`src/rtl/mem_port_arbiter_pkg.sv`:
```
// mem_arb_pkg: shared definitions for the memory port arbiter slice.
//   - arb_state_e : access sequencer states (IDLE=0, ISSUE=1, WAIT=2, RESP=3)
//   - req_id_e    : requester identifiers used for arbitration and the grant register
//   - MEM_LAT_MIN / MEM_LAT_MAX : legal memory read latency range
//   - lat_clamp() : folds a latency parameter into the legal range for the counter load
package mem_arb_pkg;

  typedef enum logic [1:0] {
    IDLE  = 2'd0,
    ISSUE = 2'd1,
    WAIT  = 2'd2,
    RESP  = 2'd3
  } arb_state_e;

  typedef enum logic [1:0] {
    REQ_NONE = 2'd0,
    REQ_IF   = 2'd1,
    REQ_DM   = 2'd2,
    REQ_HS   = 2'd3
  } req_id_e;

  localparam int MEM_LAT_MIN = 1;
  localparam int MEM_LAT_MAX = 4;

  typedef logic [2:0] lat_cnt_t;

  // An out-of-range latency would make the WAIT count meaningless, so it is
  // pinned to the nearest legal value instead.
  function automatic lat_cnt_t lat_clamp(input int lat);
    if (lat < MEM_LAT_MIN) begin
      return lat_cnt_t'(MEM_LAT_MIN);
    end else if (lat > MEM_LAT_MAX) begin
      return lat_cnt_t'(MEM_LAT_MAX);
    end else begin
      return lat_cnt_t'(lat);
    end
  endfunction

endpackage

```
`src/rtl/mem_port_arbiter_if.sv`:
```
// mem_port_arbiter_if: bundles the three requester ports, the core_halted flag,
// the shared read-data/busy outputs and the memory macro port.
//   slave  : arbiter side (samples requests and mem_rdata, drives acks and mem_*)
//   master : pipeline/host/memory side (the opposite directions)
interface mem_port_arbiter_if #(
  parameter int ADDR_W = 10,
  parameter int DATA_W = 32
);
  logic              core_halted;
  logic              if_req;
  logic [ADDR_W-1:0] if_addr;
  logic              if_ack;
  logic              dm_req;
  logic              dm_we;
  logic [ADDR_W-1:0] dm_addr;
  logic [DATA_W-1:0] dm_wdata;
  logic              dm_ack;
  logic              hs_req;
  logic              hs_we;
  logic [ADDR_W-1:0] hs_addr;
  logic [DATA_W-1:0] hs_wdata;
  logic              hs_ack;
  logic [DATA_W-1:0] rd_data;
  logic              mem_en;
  logic              mem_we;
  logic [ADDR_W-1:0] mem_addr;
  logic [DATA_W-1:0] mem_wdata;
  logic [DATA_W-1:0] mem_rdata;
  logic              busy;

  modport slave (
    input  core_halted, if_req, if_addr, dm_req, dm_we, dm_addr, dm_wdata,
           hs_req, hs_we, hs_addr, hs_wdata, mem_rdata,
    output if_ack, dm_ack, hs_ack, rd_data, mem_en, mem_we, mem_addr,
           mem_wdata, busy
  );

  modport master (
    output core_halted, if_req, if_addr, dm_req, dm_we, dm_addr, dm_wdata,
           hs_req, hs_we, hs_addr, hs_wdata, mem_rdata,
    input  if_ack, dm_ack, hs_ack, rd_data, mem_en, mem_we, mem_addr,
           mem_wdata, busy
  );
endinterface

```
`src/rtl/mem_port_arbiter_prio.sv`:
```
// mem_arb_prio: combinational priority picker.
//   in : if_req, dm_req, hs_req, core_halted, starve (fetch has waited too long)
//   out: winner (req_id_e, REQ_NONE when nothing is eligible)
// Order: halted host, starved fetch, data, fetch.
module mem_arb_prio
  import mem_arb_pkg::*;
(
  input  logic    if_req,
  input  logic    dm_req,
  input  logic    hs_req,
  input  logic    core_halted,
  input  logic    starve,
  output req_id_e winner
);

  // Fixed-priority selection of one requester.
  always_comb begin
    winner = REQ_NONE;
    if (hs_req && core_halted) begin
      winner = REQ_HS;
    end else if (if_req && starve) begin
      winner = REQ_IF;
    end else if (dm_req) begin
      winner = REQ_DM;
    end else if (if_req) begin
      winner = REQ_IF;
    end else begin
      winner = REQ_NONE;
    end
  end

endmodule

```
`src/rtl/mem_port_arbiter.sv`:
```
// mem_port_arbiter: shares one single-port synchronous memory among fetch (IF),
// data (DM) and host loader (HS) through an IDLE/ISSUE/WAIT/RESP sequencer.
//   clk1, reset : clock and synchronous active-high reset
//   bus (slave) : requester handshakes, core_halted, rd_data, busy and memory port
// All outputs are registered. A grant in IDLE (cycle 0) puts mem_en out in
// cycle 1 and the ack in cycle MEM_LAT+2.
module mem_port_arbiter
  import mem_arb_pkg::*;
#(
  parameter int ADDR_W     = 10,
  parameter int DATA_W     = 32,
  parameter int MEM_LAT    = 1,
  parameter int STARVE_LIM = 3
) (
  input logic               clk1,
  input logic               reset,
  mem_port_arbiter_if.slave bus
);

  localparam int SC_W = (STARVE_LIM < 1) ? 1 : $clog2(STARVE_LIM + 1);
  localparam lat_cnt_t LAT_LOAD = lat_clamp(MEM_LAT);
  localparam logic [SC_W-1:0] STARVE_MAX = SC_W'(STARVE_LIM);

  arb_state_e        state_r;
  req_id_e           grant_r;
  logic [SC_W-1:0]   starve_cnt_r;
  lat_cnt_t          lat_cnt_r;
  logic              req_we_r;
  logic              mem_en_r;
  logic              mem_we_r;
  logic [ADDR_W-1:0] mem_addr_r;
  logic [DATA_W-1:0] mem_wdata_r;
  logic [DATA_W-1:0] rd_data_r;
  logic              if_ack_r;
  logic              dm_ack_r;
  logic              hs_ack_r;
  logic              busy_r;

  req_id_e           winner_s;
  logic              starve_flag_s;
  logic [SC_W-1:0]   starve_nxt_s;
  logic              win_we_s;
  logic [ADDR_W-1:0] win_addr_s;
  logic [DATA_W-1:0] win_wdata_s;

  assign starve_flag_s = (starve_cnt_r == STARVE_MAX);

  mem_arb_prio u_prio (
    .if_req      (bus.if_req),
    .dm_req      (bus.dm_req),
    .hs_req      (bus.hs_req),
    .core_halted (bus.core_halted),
    .starve      (starve_flag_s),
    .winner      (winner_s)
  );

  // Route the winning requester's command fields; fetches are always reads.
  always_comb begin
    win_we_s    = 1'b0;
    win_addr_s  = {ADDR_W{1'b0}};
    win_wdata_s = {DATA_W{1'b0}};
    case (winner_s)
      REQ_IF: begin
        win_addr_s = bus.if_addr;
      end
      REQ_DM: begin
        win_we_s    = bus.dm_we;
        win_addr_s  = bus.dm_addr;
        win_wdata_s = bus.dm_wdata;
      end
      REQ_HS: begin
        win_we_s    = bus.hs_we;
        win_addr_s  = bus.hs_addr;
        win_wdata_s = bus.hs_wdata;
      end
      default: begin
        win_we_s = 1'b0;
      end
    endcase
  end

  // Starvation count: a DM win over a waiting fetch adds one (saturating);
  // a fetch win or an idle fetch line clears it; a host win leaves it alone.
  always_comb begin
    starve_nxt_s = starve_cnt_r;
    if (!bus.if_req || (winner_s == REQ_IF)) begin
      starve_nxt_s = {SC_W{1'b0}};
    end else if ((winner_s == REQ_DM) && !starve_flag_s) begin
      starve_nxt_s = starve_cnt_r + SC_W'(1);
    end else begin
      starve_nxt_s = starve_cnt_r;
    end
  end

  // Access sequencer with registered memory strobe, read data, acks and busy.
  always_ff @(posedge clk1) begin
    if (reset) begin
      state_r      <= IDLE;
      grant_r      <= REQ_NONE;
      starve_cnt_r <= {SC_W{1'b0}};
      lat_cnt_r    <= 3'd0;
      req_we_r     <= 1'b0;
      mem_en_r     <= 1'b0;
      mem_we_r     <= 1'b0;
      mem_addr_r   <= {ADDR_W{1'b0}};
      mem_wdata_r  <= {DATA_W{1'b0}};
      rd_data_r    <= {DATA_W{1'b0}};
      if_ack_r     <= 1'b0;
      dm_ack_r     <= 1'b0;
      hs_ack_r     <= 1'b0;
      busy_r       <= 1'b0;
    end else begin
      case (state_r)
        IDLE: begin
          starve_cnt_r <= starve_nxt_s;
          if (winner_s != REQ_NONE) begin
            // The memory command registers double as the latched request.
            grant_r     <= winner_s;
            req_we_r    <= win_we_s;
            mem_en_r    <= 1'b1;
            mem_we_r    <= win_we_s;
            mem_addr_r  <= win_addr_s;
            mem_wdata_r <= win_wdata_s;
            busy_r      <= 1'b1;
            state_r     <= ISSUE;
          end
        end
        ISSUE: begin
          mem_en_r    <= 1'b0;
          mem_we_r    <= 1'b0;
          mem_addr_r  <= {ADDR_W{1'b0}};
          mem_wdata_r <= {DATA_W{1'b0}};
          lat_cnt_r   <= LAT_LOAD;
          state_r     <= WAIT;
        end
        WAIT: begin
          if (lat_cnt_r <= 3'd1) begin
            // Read data is due this cycle; writes return zero.
            lat_cnt_r <= 3'd0;
            rd_data_r <= req_we_r ? {DATA_W{1'b0}} : bus.mem_rdata;
            if_ack_r  <= (grant_r == REQ_IF);
            dm_ack_r  <= (grant_r == REQ_DM);
            hs_ack_r  <= (grant_r == REQ_HS);
            state_r   <= RESP;
          end else begin
            lat_cnt_r <= lat_cnt_r - 3'd1;
          end
        end
        RESP: begin
          rd_data_r <= {DATA_W{1'b0}};
          if_ack_r  <= 1'b0;
          dm_ack_r  <= 1'b0;
          hs_ack_r  <= 1'b0;
          grant_r   <= REQ_NONE;
          busy_r    <= 1'b0;
          state_r   <= IDLE;
        end
        default: begin
          state_r <= IDLE;
          busy_r  <= 1'b0;
        end
      endcase
    end
  end

  assign bus.mem_en    = mem_en_r;
  assign bus.mem_we    = mem_we_r;
  assign bus.mem_addr  = mem_addr_r;
  assign bus.mem_wdata = mem_wdata_r;
  assign bus.rd_data   = rd_data_r;
  assign bus.if_ack    = if_ack_r;
  assign bus.dm_ack    = dm_ack_r;
  assign bus.hs_ack    = hs_ack_r;
  assign bus.busy      = busy_r;

endmodule

```
`src/flat_wrapper.sv`:
```
// flat-port wrapper written by rule: the top's interface ports become plain ports
module mem_port_arbiter_flat import mem_arb_pkg::*;
#(
  parameter int ADDR_W     = 10,
  parameter int DATA_W     = 32,
  parameter int MEM_LAT    = 1,
  parameter int STARVE_LIM = 3
)
  (clk1, reset, bus_core_halted, bus_if_req, bus_if_addr, bus_dm_req, bus_dm_we, bus_dm_addr, bus_dm_wdata, bus_hs_req, bus_hs_we, bus_hs_addr, bus_hs_wdata, bus_mem_rdata, bus_if_ack, bus_dm_ack, bus_hs_ack, bus_rd_data, bus_mem_en, bus_mem_we, bus_mem_addr, bus_mem_wdata, bus_busy);
  mem_port_arbiter_if #(.ADDR_W(ADDR_W), .DATA_W(DATA_W)) bus_i ();
  input logic clk1;
  input logic reset;
  input wire logic [$bits(bus_i.core_halted)-1:0] bus_core_halted;
  input wire logic [$bits(bus_i.if_req)-1:0] bus_if_req;
  input wire logic [$bits(bus_i.if_addr)-1:0] bus_if_addr;
  input wire logic [$bits(bus_i.dm_req)-1:0] bus_dm_req;
  input wire logic [$bits(bus_i.dm_we)-1:0] bus_dm_we;
  input wire logic [$bits(bus_i.dm_addr)-1:0] bus_dm_addr;
  input wire logic [$bits(bus_i.dm_wdata)-1:0] bus_dm_wdata;
  input wire logic [$bits(bus_i.hs_req)-1:0] bus_hs_req;
  input wire logic [$bits(bus_i.hs_we)-1:0] bus_hs_we;
  input wire logic [$bits(bus_i.hs_addr)-1:0] bus_hs_addr;
  input wire logic [$bits(bus_i.hs_wdata)-1:0] bus_hs_wdata;
  input wire logic [$bits(bus_i.mem_rdata)-1:0] bus_mem_rdata;
  output wire logic [$bits(bus_i.if_ack)-1:0] bus_if_ack;
  output wire logic [$bits(bus_i.dm_ack)-1:0] bus_dm_ack;
  output wire logic [$bits(bus_i.hs_ack)-1:0] bus_hs_ack;
  output wire logic [$bits(bus_i.rd_data)-1:0] bus_rd_data;
  output wire logic [$bits(bus_i.mem_en)-1:0] bus_mem_en;
  output wire logic [$bits(bus_i.mem_we)-1:0] bus_mem_we;
  output wire logic [$bits(bus_i.mem_addr)-1:0] bus_mem_addr;
  output wire logic [$bits(bus_i.mem_wdata)-1:0] bus_mem_wdata;
  output wire logic [$bits(bus_i.busy)-1:0] bus_busy;
  assign bus_i.core_halted = bus_core_halted;
  assign bus_i.if_req = bus_if_req;
  assign bus_i.if_addr = bus_if_addr;
  assign bus_i.dm_req = bus_dm_req;
  assign bus_i.dm_we = bus_dm_we;
  assign bus_i.dm_addr = bus_dm_addr;
  assign bus_i.dm_wdata = bus_dm_wdata;
  assign bus_i.hs_req = bus_hs_req;
  assign bus_i.hs_we = bus_hs_we;
  assign bus_i.hs_addr = bus_hs_addr;
  assign bus_i.hs_wdata = bus_hs_wdata;
  assign bus_i.mem_rdata = bus_mem_rdata;
  assign bus_if_ack = bus_i.if_ack;
  assign bus_dm_ack = bus_i.dm_ack;
  assign bus_hs_ack = bus_i.hs_ack;
  assign bus_rd_data = bus_i.rd_data;
  assign bus_mem_en = bus_i.mem_en;
  assign bus_mem_we = bus_i.mem_we;
  assign bus_mem_addr = bus_i.mem_addr;
  assign bus_mem_wdata = bus_i.mem_wdata;
  assign bus_busy = bus_i.busy;
  mem_port_arbiter #(.ADDR_W(ADDR_W), .DATA_W(DATA_W), .MEM_LAT(MEM_LAT), .STARVE_LIM(STARVE_LIM)) u_core (.clk1(clk1), .reset(reset), .bus(bus_i));
endmodule
```
`config.mk`:
```
export PLATFORM = sky130hd
export DESIGN_NAME = mem_port_arbiter_flat
export DESIGN_NICKNAME = d
export VERILOG_FILES = /design/src/rtl/mem_port_arbiter_pkg.sv /design/src/rtl/mem_port_arbiter_if.sv /design/src/rtl/mem_port_arbiter_prio.sv /design/src/rtl/mem_port_arbiter.sv /design/src/flat_wrapper.sv
export SDC_FILE = /design/constraint.sdc
export NUM_CORES = 1
export LEC_CHECK = 0
export BUFFER_PORTS_ARGS = -buffer_cell sky130_fd_sc_hd__buf_2
export CORE_UTILIZATION = 46
export DETAILED_ROUTE_END_ITERATION = 8
export GPL_ROUTABILITY_DRIVEN = 0
export PLACE_DENSITY = 0.76
export SKIP_CTS_REPAIR_TIMING = 1
export SYNTH_ARGS = -nofsm -noshare
export SYNTH_HDL_FRONTEND = slang
export SYNTH_HIERARCHICAL = 1
export SYNTH_SLANG_ARGS = --single-unit
```
`constraint.sdc`:
```
create_clock -name clk1 -period 2.9 [get_ports clk1]
set_input_delay 0.29 -clock clk1 [delete_from_list [all_inputs] [get_ports clk1]]
set_output_delay 0.29 -clock clk1 [all_outputs]
set_load 0.03 [all_outputs]
```
### Yosys cells after proc, flatten, opt, wreduce, memory -nomap -nowiden

Cells that the tools add are included.

| cells by class | value |
|---|---|
| add/subtract/negate cells | 2 |
| magnitude comparators | 1 |
| eq/ne operators | 12 |
| mux-type cells | 34 |
| reduce and logical (&&, ||, !) cells | 19 |

Operators by type and width:

| kind | number |
|---|---|
| 32-bit case mux with 2 select lines | 3 |
| 32-bit 2-to-1 mux | 3 |
| 10-bit case mux with 3 select lines | 1 |
| 10-bit case mux with 2 select lines | 1 |
| 2-bit 2-to-1 mux | 8 |
| 2-bit equality test, second input constant | 7 |
| 1-bit case mux with 2 select lines | 7 |
| 2-bit AND reduction | 6 |
| 2-bit nonzero test | 6 |
| 10-bit 2-to-1 mux | 1 |
| 2-bit case mux with 4 select lines | 1 |
| 2-bit by 1-bit equality test with 1-bit output, second input constant | 3 |
| 1-bit 2-to-1 mux | 6 |
| 3-bit case mux with 2 select lines | 1 |
| 2-bit by 1-bit != test with 1-bit output, second input constant | 2 |
| 2-bit case mux with 2 select lines | 1 |
| 3-bit by 1-bit <= comparator with 1-bit output, second input constant | 1 |
| 1-bit logical AND | 3 |
| 3-bit 2-to-1 mux | 1 |
| 3-bit by 1-bit subtractor with 3-bit output, second input constant | 1 |
| 2-bit by 1-bit adder with 2-bit output, second input constant | 1 |
| 1-bit zero test | 2 |
| 2-bit zero test | 1 |
| 1-bit logical OR | 1 |

| storage, ports and cells | value |
|---|---|
| bits in registers | 90 |
| bits of input ports | 134 |
| output and inout port bits | 80 |
| word-level logic and storage cells | 82 |

### Depth between registers and ports, before layout

Gate-level depths: netlist of the first run.

| logic depth | value |
|---|---|
| depth in word-level cells | 8 |
| gate-level depth with buffers | 9 |
| gate-level depth less buffers | 6 |

### Cells and area by module

Netlist of the first run, hierarchy kept.

By module, submodules not included:

| module | instances | cells an instance | area an instance (µm²) | sequential area each (µm²) |
|---|---|---|---|---|
| mem_port_arbiter | 1 | 497 | 4,327.9 | 1,801.7 |
| mem_arb_prio | 1 | 4 | 27.5 | 0.0 |

### Least setup slack after synthesis of the first run

OpenSTA, ideal clock, no wires.

| path | value |
|---|---|
| kind | register -> register |
| start point | register u_core.starve_cnt_r[0] |
| end point | register u_core.state_r[1] |
| library setup time | 0.115 ns |
| arrival | 1.918 ns |
| path slack | 0.868 ns |
| cell stages (with the launch flop) | 9 |
| path buffers | 2 |
| clock period less this slack | 2.032 ns |
| cells stage by stage | dfxtp_1 ha_1 nand2b_1 a22o_1 clkbuf_1 nor3b_1 clkbuf_1 nor3_1 o21a_1 |

| on the way | value |
|---|---|
| cells in the longest elaborated chain, start to end | 7 |

Ends and longest elaborated chain:

| element | RTL line | text |
|---|---|---|
| start, declared | mem_port_arbiter.sv:26 | `logic [SC_W-1:0] starve_cnt_r;` |
| start signal, assigned | mem_port_arbiter.sv:100 | `starve_cnt_r <= {SC_W{1'b0}};` |
| start signal, assigned | mem_port_arbiter.sv:115 | `starve_cnt_r <= starve_nxt_s;` |
| 2-bit equality test | mem_port_arbiter.sv:46 | `assign starve_flag_s = (starve_cnt_r == STARVE_MAX);` |
| via u_core.starve_flag_s | mem_port_arbiter.sv:40 | `logic starve_flag_s;` |
| 1-bit logical AND | mem_port_arbiter_prio.sv:21 | `end else if (if_req && starve) begin` |
| 2-bit 2-to-1 mux | mem_port_arbiter_prio.sv:21 |  |
| 2-bit 2-to-1 mux | mem_port_arbiter_prio.sv:19 | `if (hs_req && core_halted) begin` |
| via u_core.winner_s[0] | mem_port_arbiter.sv:39 | `req_id_e winner_s;` |
| 2-bit nonzero test | mem_port_arbiter.sv:116 | `if (winner_s != REQ_NONE) begin` |
| 2-bit by 1-bit != test with 1-bit output (no line) | -- |  |
| 2-bit AND reduction (no line) | -- |  |
| end signal, assigned | mem_port_arbiter.sv:125 | `state_r <= ISSUE;` |
| end signal, assigned | mem_port_arbiter.sv:134 | `state_r <= WAIT;` |
| end signal, assigned | mem_port_arbiter.sv:144 | `state_r <= RESP;` |
| end, declared | mem_port_arbiter.sv:24 | `arb_state_e state_r;` |

The timed path passes the listed nets, and every way through them passes these cells.
A chain may end at the register's enable or synchronous reset.

### Worst setup path after layout of the first run

| path | value |
|---|---|
| start point | register u_core.state_r[0] |
| end point | register u_core.rd_data_r[20] (netlist: u_core/bus.rd_data[20]) |

| on the way | value |
|---|---|
| cells in the longest elaborated chain, start to end | 3 |
| elaborated cells on any way between the ends | 6 |

Ends and longest elaborated chain:

| element | RTL line | text |
|---|---|---|
| start signal, assigned | mem_port_arbiter.sv:98 | `state_r <= IDLE;` |
| start signal, assigned | mem_port_arbiter.sv:125 |  |
| start signal, assigned | mem_port_arbiter.sv:134 |  |
| 2-bit equality test | mem_port_arbiter.sv:113 | `case (state_r)` |
| 2-bit by 1-bit != test with 1-bit output (no line) / 2-bit nonzero test (equally long branches) | -- |  |
| 2-bit AND reduction (no line) | -- |  |
| end signal, assigned | mem_port_arbiter.sv:107 | `rd_data_r <= {DATA_W{1'b0}};` |
| end signal, assigned | mem_port_arbiter.sv:140 | `rd_data_r <= req_we_r ? {DATA_W{1'b0}} : bus.mem_rdata;` |
| end signal, assigned | mem_port_arbiter.sv:150 | `rd_data_r <= {DATA_W{1'b0}};` |
| end, declared | mem_port_arbiter.sv:33 | `logic [DATA_W-1:0] rd_data_r;` |

Several ways; a longest one is shown, not always the timed one.

==> out/results.ini, run 1 <==
[detailed_routing]
dr_total_vias = 4402
antenna_left = 0
avgRoutedWirePerCell_um = 14.6
first_pass_iters = 4
top_layer = met4
drc = 0
met1Wirelength_um = 5110
met2_length_um = 5690
drt-initial-drc-count = 81
wl_met3_um = 637
routed_via_density = 5.52
wirelength_um = 11700

[sta]
slew_violations = 0
slew-limit-headroom = 0.242
max_freq_mhz = 392
fin_skew_ns = 0.0119
period_share = 0.879
setup_viol = 0
fin_crit_ns = 2.55
finalHoldViolCount = 0
rsz0062_at_grt = false
fin_setup_tns_ns = 0
worst_pin_slew_ns = 1.14

[cells_and_area]
synthToLayoutAreaGrowth_pct = 28.7
final_cells = 798
nets = 823
drive_gt1_frac = 0.400
final_common_cell = buf_2
final_cell_mix = buf_2, a21oi_1, dfxtp_1
antennaDiodeCount = 0
nFillCells = 843
design_area_um2 = 5610

[placed_design]
place_area_um2 = 5420
numPlacedInstances = 782
place_hpwl_um = 8220
numPortBuffers = 213

[logic_synthesis]
synth_top_area_frac = 0.414
async_reset_ff_frac = 0
ys_top_cells_by_area = dfxtp_1, a21oi_1, mux2_2
synth_edf_count = 0
syn_inst = 501
synth_top_cell_by_area = dfxtp_1
synth_cell_types = 34
ys_warn_count = 6
ys_seq_elements = 90
yosysSeqAreaShare = 0.414
synth_nets = 642
netlist_area_um2 = 4360
avgSynthCellArea_um2 = 8.69
synth_ff_type = dfxtp_1

[clock_network]
clk_pin_slew_worst_paths_ns = 0.08
cts-root-buf = clkbuf_8
cts_max_path_buffers = 2
cts_tree = built
cts_buffers = 9
cts.sinks = 90
insertion_delay_ns = 0.34
htree_levels = 3

[critical_path]
path_delay_family = simple AND/OR/NAND/NOR gates
end_kind = flip-flop
arrival_ns = 2.82
critPathRequiredTime_ns = 3.17
timing.rr.start = u_core/state_r[0]
critPathMaxFanout = 65
worst_path_largest_cell_delay_ns = 0.91
cp_cell_sequence = inv_1 > ha_1 > or3b_2 > or4b_1 > a21oi_1
r2r_slack_ns = 0.35
timing.rr.end = u_core/bus.rd_data[20]
slowest_stage = or3b_2
worstSetupPathType = flip-flop to flip-flop
reg2reg_depth = 5
cp-start-kind = flip-flop
critical_path_buf_inv_count = 1

[floorplanning]
die_area_um2 = 9860
start_util = 0.474
placementRows = 35
die_h_um = 99.3
coreArea_um2 = 9200
boundaryPins = 214
dieWidth_um = 99.3

[outcome]
status = finished clean

[job]
cap_violations = 0

[grt]
grt_pass1_vias = 4102
grt_overflow = 0
grtUsageTotal = 0.232
grt_pass1_wl_um = 18900
grt_max_degree = 66
antenna_found_initial = 0

[power]
irDropWorstVdd_uv = 336
leakagePower_nw = 2.52
pwr_density_cell_nw_per_um2 = 776

[min_path]
hold_class = primary input to flip-flop
hold_end = u_core/starve_cnt_r[0]
hold_start = bus_if_req
hold_depth = 3

==> cells in the mapped netlist, types with 2 or more instances <==
library cell   n
nor2b_1        2
o21ai_0       41
buf_1         11
or3b_1         2
inv_1         10
nor3_1         2
nand2b_1       4
nand3_1       36
o21ai_1       11
or4b_1        34
nor2_1         5
buf_6          5
mux2_2        32
a211o_1       10
o21a_1         3
clkbuf_1      34
a22o_1         2
dfxtp_1       90
ha_1           7
mux2i_1       12
buf_2          3
a21oi_1       95
nand2_1       39
==> how the worst max path moves through the flow <==
stage,startpoint,endpoint,cells past startpoint
after floorplan,u_core/starve_cnt_r[0],u_core/state_r[1],8
after global placement,u_core/state_r[0],u_core/bus.rd_data[24],5
after detailed placement,u_core/state_r[0],u_core/bus.rd_data[13],5
after CTS,u_core/state_r[0],u_core/bus.rd_data[13],5
after global routing,u_core/state_r[0],u_core/bus.rd_data[22],5
final,u_core/state_r[0],u_core/bus.rd_data[20],5
==> worst register-to-register path, cell delays in order, from the launching register on <==
cell and delay (ns):
dfxtp_1 0.34, inv_1 0.12, ha_1 0.29, or3b_2 0.91
or4b_1 0.67, a21oi_1 0.15
==> per-stage QoR <==
stage / total power, mW / util / hold WS, ns / setup slack (ns)
final: 4.35 / 0.610 / 0.252 / 0.350
after CTS: 4.39 / 0.610 / 0.231 / 0.345
after detailed placement: 3.57 / 0.589 / 0.454 / 0.331
after global routing: 4.64 / 0.610 / 0.239 / 0.143
after floorplan: 3.05 / - / 0.438 / 0.868
after global placement: 3.52 / 0.589 / 0.446 / 0.486
==> state kept, by name, indices dropped and copies added (netlist names), 2 cells and up <==
name	cells
u_core/bus.rd_data	32
u_core/bus.mem_addr	10
u_core/starve_cnt_r	2
u_core/state_r	2
u_core/lat_cnt_r	3
u_core/grant_r	2
u_core/bus.mem_wdata	32
==> layout make-up <==
class                   instances  area, um^2  area share
clock buffers                  11         151      0.0270
multi-input cells             348        2280       0.408
flip-flops and latches         90        1800       0.321
repair buffers                223        1150       0.206
clock inverters                 5        37.5     0.00670
inverters                      10        37.5     0.00670
well taps                     111         139      0.0248
==> cells by family (layout without fill, tap and decap cells) <==
| family | count (synthesis) | after routing | share of synthesized area |
|---|---|---|---|
| AOI/OAI and AO/OA | 167 | 167 | 0.208 |
| adders and majority gates | 7 | 7 | 0.0201 |
| buffers and inverters | 63 | 249 | 0.0638 |
| DFF | 90 | 90 | 0.414 |
| muxes | 45 | 45 | 0.113 |
| and+or+nand+nor | 129 | 129 | 0.182 |
==> report_power, final <==
| part | internal [mW] | total [mW] | leakage (nW) | switching, mW |
|---|---|---|---|---|
| clock | 0.362 | 0.797 | 0.0919 | 0.436 |
| combinational | 0.634 | 1.92 | 1.69 | 1.29 |
| sequential | 1.49 | 1.63 | 0.734 | 0.142 |
==> routing by layer <==
layer  global-route usage  vias to the layer above
met2                0.407                      151
met3               0.0443                       19
met4               0.0837                        0
met1                0.283                     2056
met5                    0                        -
li1                     -                     2176
No activity file was read; power rests on OpenSTA's default activity.
==> run 2: changes to the inputs <==
--- a/config.mk
+++ b/config.mk
@@ -6,10 +6,12 @@
 export NUM_CORES = 1
 export LEC_CHECK = 0
 export BUFFER_PORTS_ARGS = -buffer_cell sky130_fd_sc_hd__buf_2
-export CORE_UTILIZATION = 46
+export CELL_PAD_IN_SITES_DETAIL_PLACEMENT = 0
+export CELL_PAD_IN_SITES_GLOBAL_PLACEMENT = 1
+export CORE_UTILIZATION = 33
 export DETAILED_ROUTE_END_ITERATION = 8
 export GPL_ROUTABILITY_DRIVEN = 0
-export PLACE_DENSITY = 0.76
+export PLACE_DENSITY_LB_ADDON = 0.08
 export SKIP_CTS_REPAIR_TIMING = 1
 export SYNTH_ARGS = -nofsm -noshare
 export SYNTH_HDL_FRONTEND = slang
==> run 2 against run 1 <==
Against the previous run:
- sequential power barely moved
- clock power increased by 36%
- flip-flop and latch count is the same
- utilization is 16 points lower
- cell area grew 3.1%
- sequential share of layout area down 0.97 points
- non-clock buffer count grew 2
==> out/results.ini, run 2 (synthesis results as in run 1) <==
[min_path]
hold_class = primary input to flip-flop  ; unchanged
hold_depth = 3  ; unchanged

[detailed_routing]
drc = 0  ; unchanged
antenna_left = 0  ; unchanged
routed_via_density = 4.93  ; was 5.52
dr_total_vias = 4239  ; was 4402
first_pass_iters = 6  ; was 4
wirelength_um = 12400  ; was 11700 um
avgRoutedWirePerCell_um = 14.4  ; was 14.6 um
drt-initial-drc-count = 281  ; was 81

[critical_path]
end_kind = flip-flop  ; unchanged
critPathMaxFanout = 70  ; was 65
reg2reg_depth = 6  ; was 5
cp_cell_sequence = inv_1 > ha_1 > or3b_2 > buf_4 > or4b_1 > a21oi_1  ; was inv_1 > ha_1 > or3b_2 > or4b_1 > a21oi_1
slowest_stage = or4b_1  ; was or3b_2
arrival_ns = 2.61  ; was 2.82 ns
worst_path_largest_cell_delay_ns = 0.57  ; was 0.91 ns
critPathRequiredTime_ns = 3.16  ; was 3.17 ns
worstSetupPathType = flip-flop to flip-flop  ; unchanged
cp-start-kind = flip-flop  ; unchanged

[clock_network]
cts_tree = built  ; unchanged
insertion_delay_ns = 0.34  ; about the same
cts_max_path_buffers = 2  ; unchanged
cts-root-buf = clkbuf_16  ; was clkbuf_8
cts_buffers = 9  ; unchanged
cts.sinks = 90  ; unchanged
htree_levels = 3  ; unchanged
clk_pin_slew_worst_paths_ns = 0.06  ; was 0.08 ns

[sta]
fin_skew_ns = 0.00605  ; was 0.0119 ns
slew-limit-headroom = 0.381  ; was 0.242
rsz0062_at_grt = false  ; unchanged
worst_pin_slew_ns = 0.927  ; was 1.14 ns
slew_violations = 0  ; unchanged
finalHoldViolCount = 0  ; unchanged
period_share = 0.810  ; was 0.879
fin_crit_ns = 2.35  ; was 2.55 ns
setup_viol = 0  ; unchanged
max_freq_mhz = 426  ; was 392 MHz
fin_setup_tns_ns = 0  ; unchanged

[placed_design]
numPortBuffers = 213  ; unchanged
place_hpwl_um = 8380  ; was 8220 um

[cells_and_area]
nets = 825  ; was 823
final_common_cell = buf_2  ; unchanged
final_cell_mix = buf_2, a21oi_1, dfxtp_1  ; unchanged
drive_gt1_frac = 0.400  ; about the same
synthToLayoutAreaGrowth_pct = 32.7  ; was 28.7%
antennaDiodeCount = 0  ; unchanged

[job]
cap_violations = 0  ; unchanged

[floorplanning]
dieWidth_um = 117  ; was 99.3 um
boundaryPins = 214  ; unchanged
coreArea_um2 = 12700  ; was 9200 um^2
die_h_um = 117  ; was 99.3 um
start_util = 0.342  ; was 0.474
die_area_um2 = 13700  ; was 9860 um^2
placementRows = 41  ; was 35

[power]
leakagePower_nw = 2.57  ; was 2.52 nW
pwr_density_cell_nw_per_um2 = 804  ; was 776 nW/um^2
irDropWorstVdd_uv = 329  ; was 336 uV
fin_total_pwr_mw = 4.65  ; was 4.35 mW

[grt]
grt_overflow = 0  ; unchanged
grt_pass1_vias = 3925  ; was 4102
grtUsageTotal = 0.183  ; was 0.232
antenna_found_initial = 0  ; unchanged
grt_pass1_wl_um = 19500  ; was 18900 um
grt_max_degree = 71  ; was 66

[outcome]
status = finished clean  ; unchanged

[run 2: changes by cell type in the layout (fill, tap and decap cells not counted), sizes merged]
| cell | previous run | this run |
|---|---|---|
| clkinv | 2 | 3 |
| buf | 223 | 225 |
| clkbuf | 11 | 12 |
| inv | 11 | 10 |
| clkinvlp | 2 | 0 |
[run 2: power breakdown]
part,internal [mW],leakage [nW],switching (mW),total [mW]
clock,0.619,0.138,0.466,1.08
sequential,1.49,0.734,0.139,1.63
combinational,0.643,1.70,1.29,1.93
total,2.75,2.57,1.90,4.65
[run 2: final timing paths]
check / from / endpoint / slack (ns)
hold / removal: bus_if_req / u_core/starve_cnt_r[1] / 0.27
setup reg to reg: u_core/state_r[0] / u_core/bus.rd_data[0] / 0.55
setup / recovery: u_core/state_r[0] / u_core/bus.rd_data[0] / 0.55
hold reg to reg: u_core/bus.rd_data[8] / u_core/bus.rd_data[8] / 0.46
[run 2: area by class of cell]
cell class | count | area (um^2)
clock buffer | 12 | 256
clock inverter | 3 | 15.0
fill | 1302 | 6940
inverter | 10 | 37.5
multi-input combinational | 348 | 2280
sequential | 90 | 1800
tap | 172 | 215
timing repair buffer | 225 | 1170
[run 2: metal layers]
metal  GRT usage  wire (um)
met3      0.0510        951
met5           0          0
met2       0.299       5800
met1       0.229       5500
met4      0.0709        169
[run 2: critical path, delay by kind of cell (launching register included)]
family,cells,cell delay [ns]
AO/OA/AOI/OAI,1,0.16
adder cells (fa/ha/maj),1,0.29
buffers and inverters,2,0.44
flip-flops,1,0.33
AND/OR/NAND/NOR,2,1.03
[run 2: metrics by stage]
stage | cells | hold WS, ns | cell area (um^2) | setup WS [ns] | util
final | 860 | 0.270 | 5780 | 0.551 | 0.454
after global routing | 860 | 0.285 | 5780 | 0.377 | 0.454
after CTS | 860 | 0.261 | 5780 | 0.542 | 0.454
after detailed placement | 845 | 0.452 | 5510 | 0.569 | 0.433
after global placement | 845 | 0.446 | 5510 | 0.653 | 0.433
after floorplan | 501 | 0.438 | 4360 | 0.868 | -
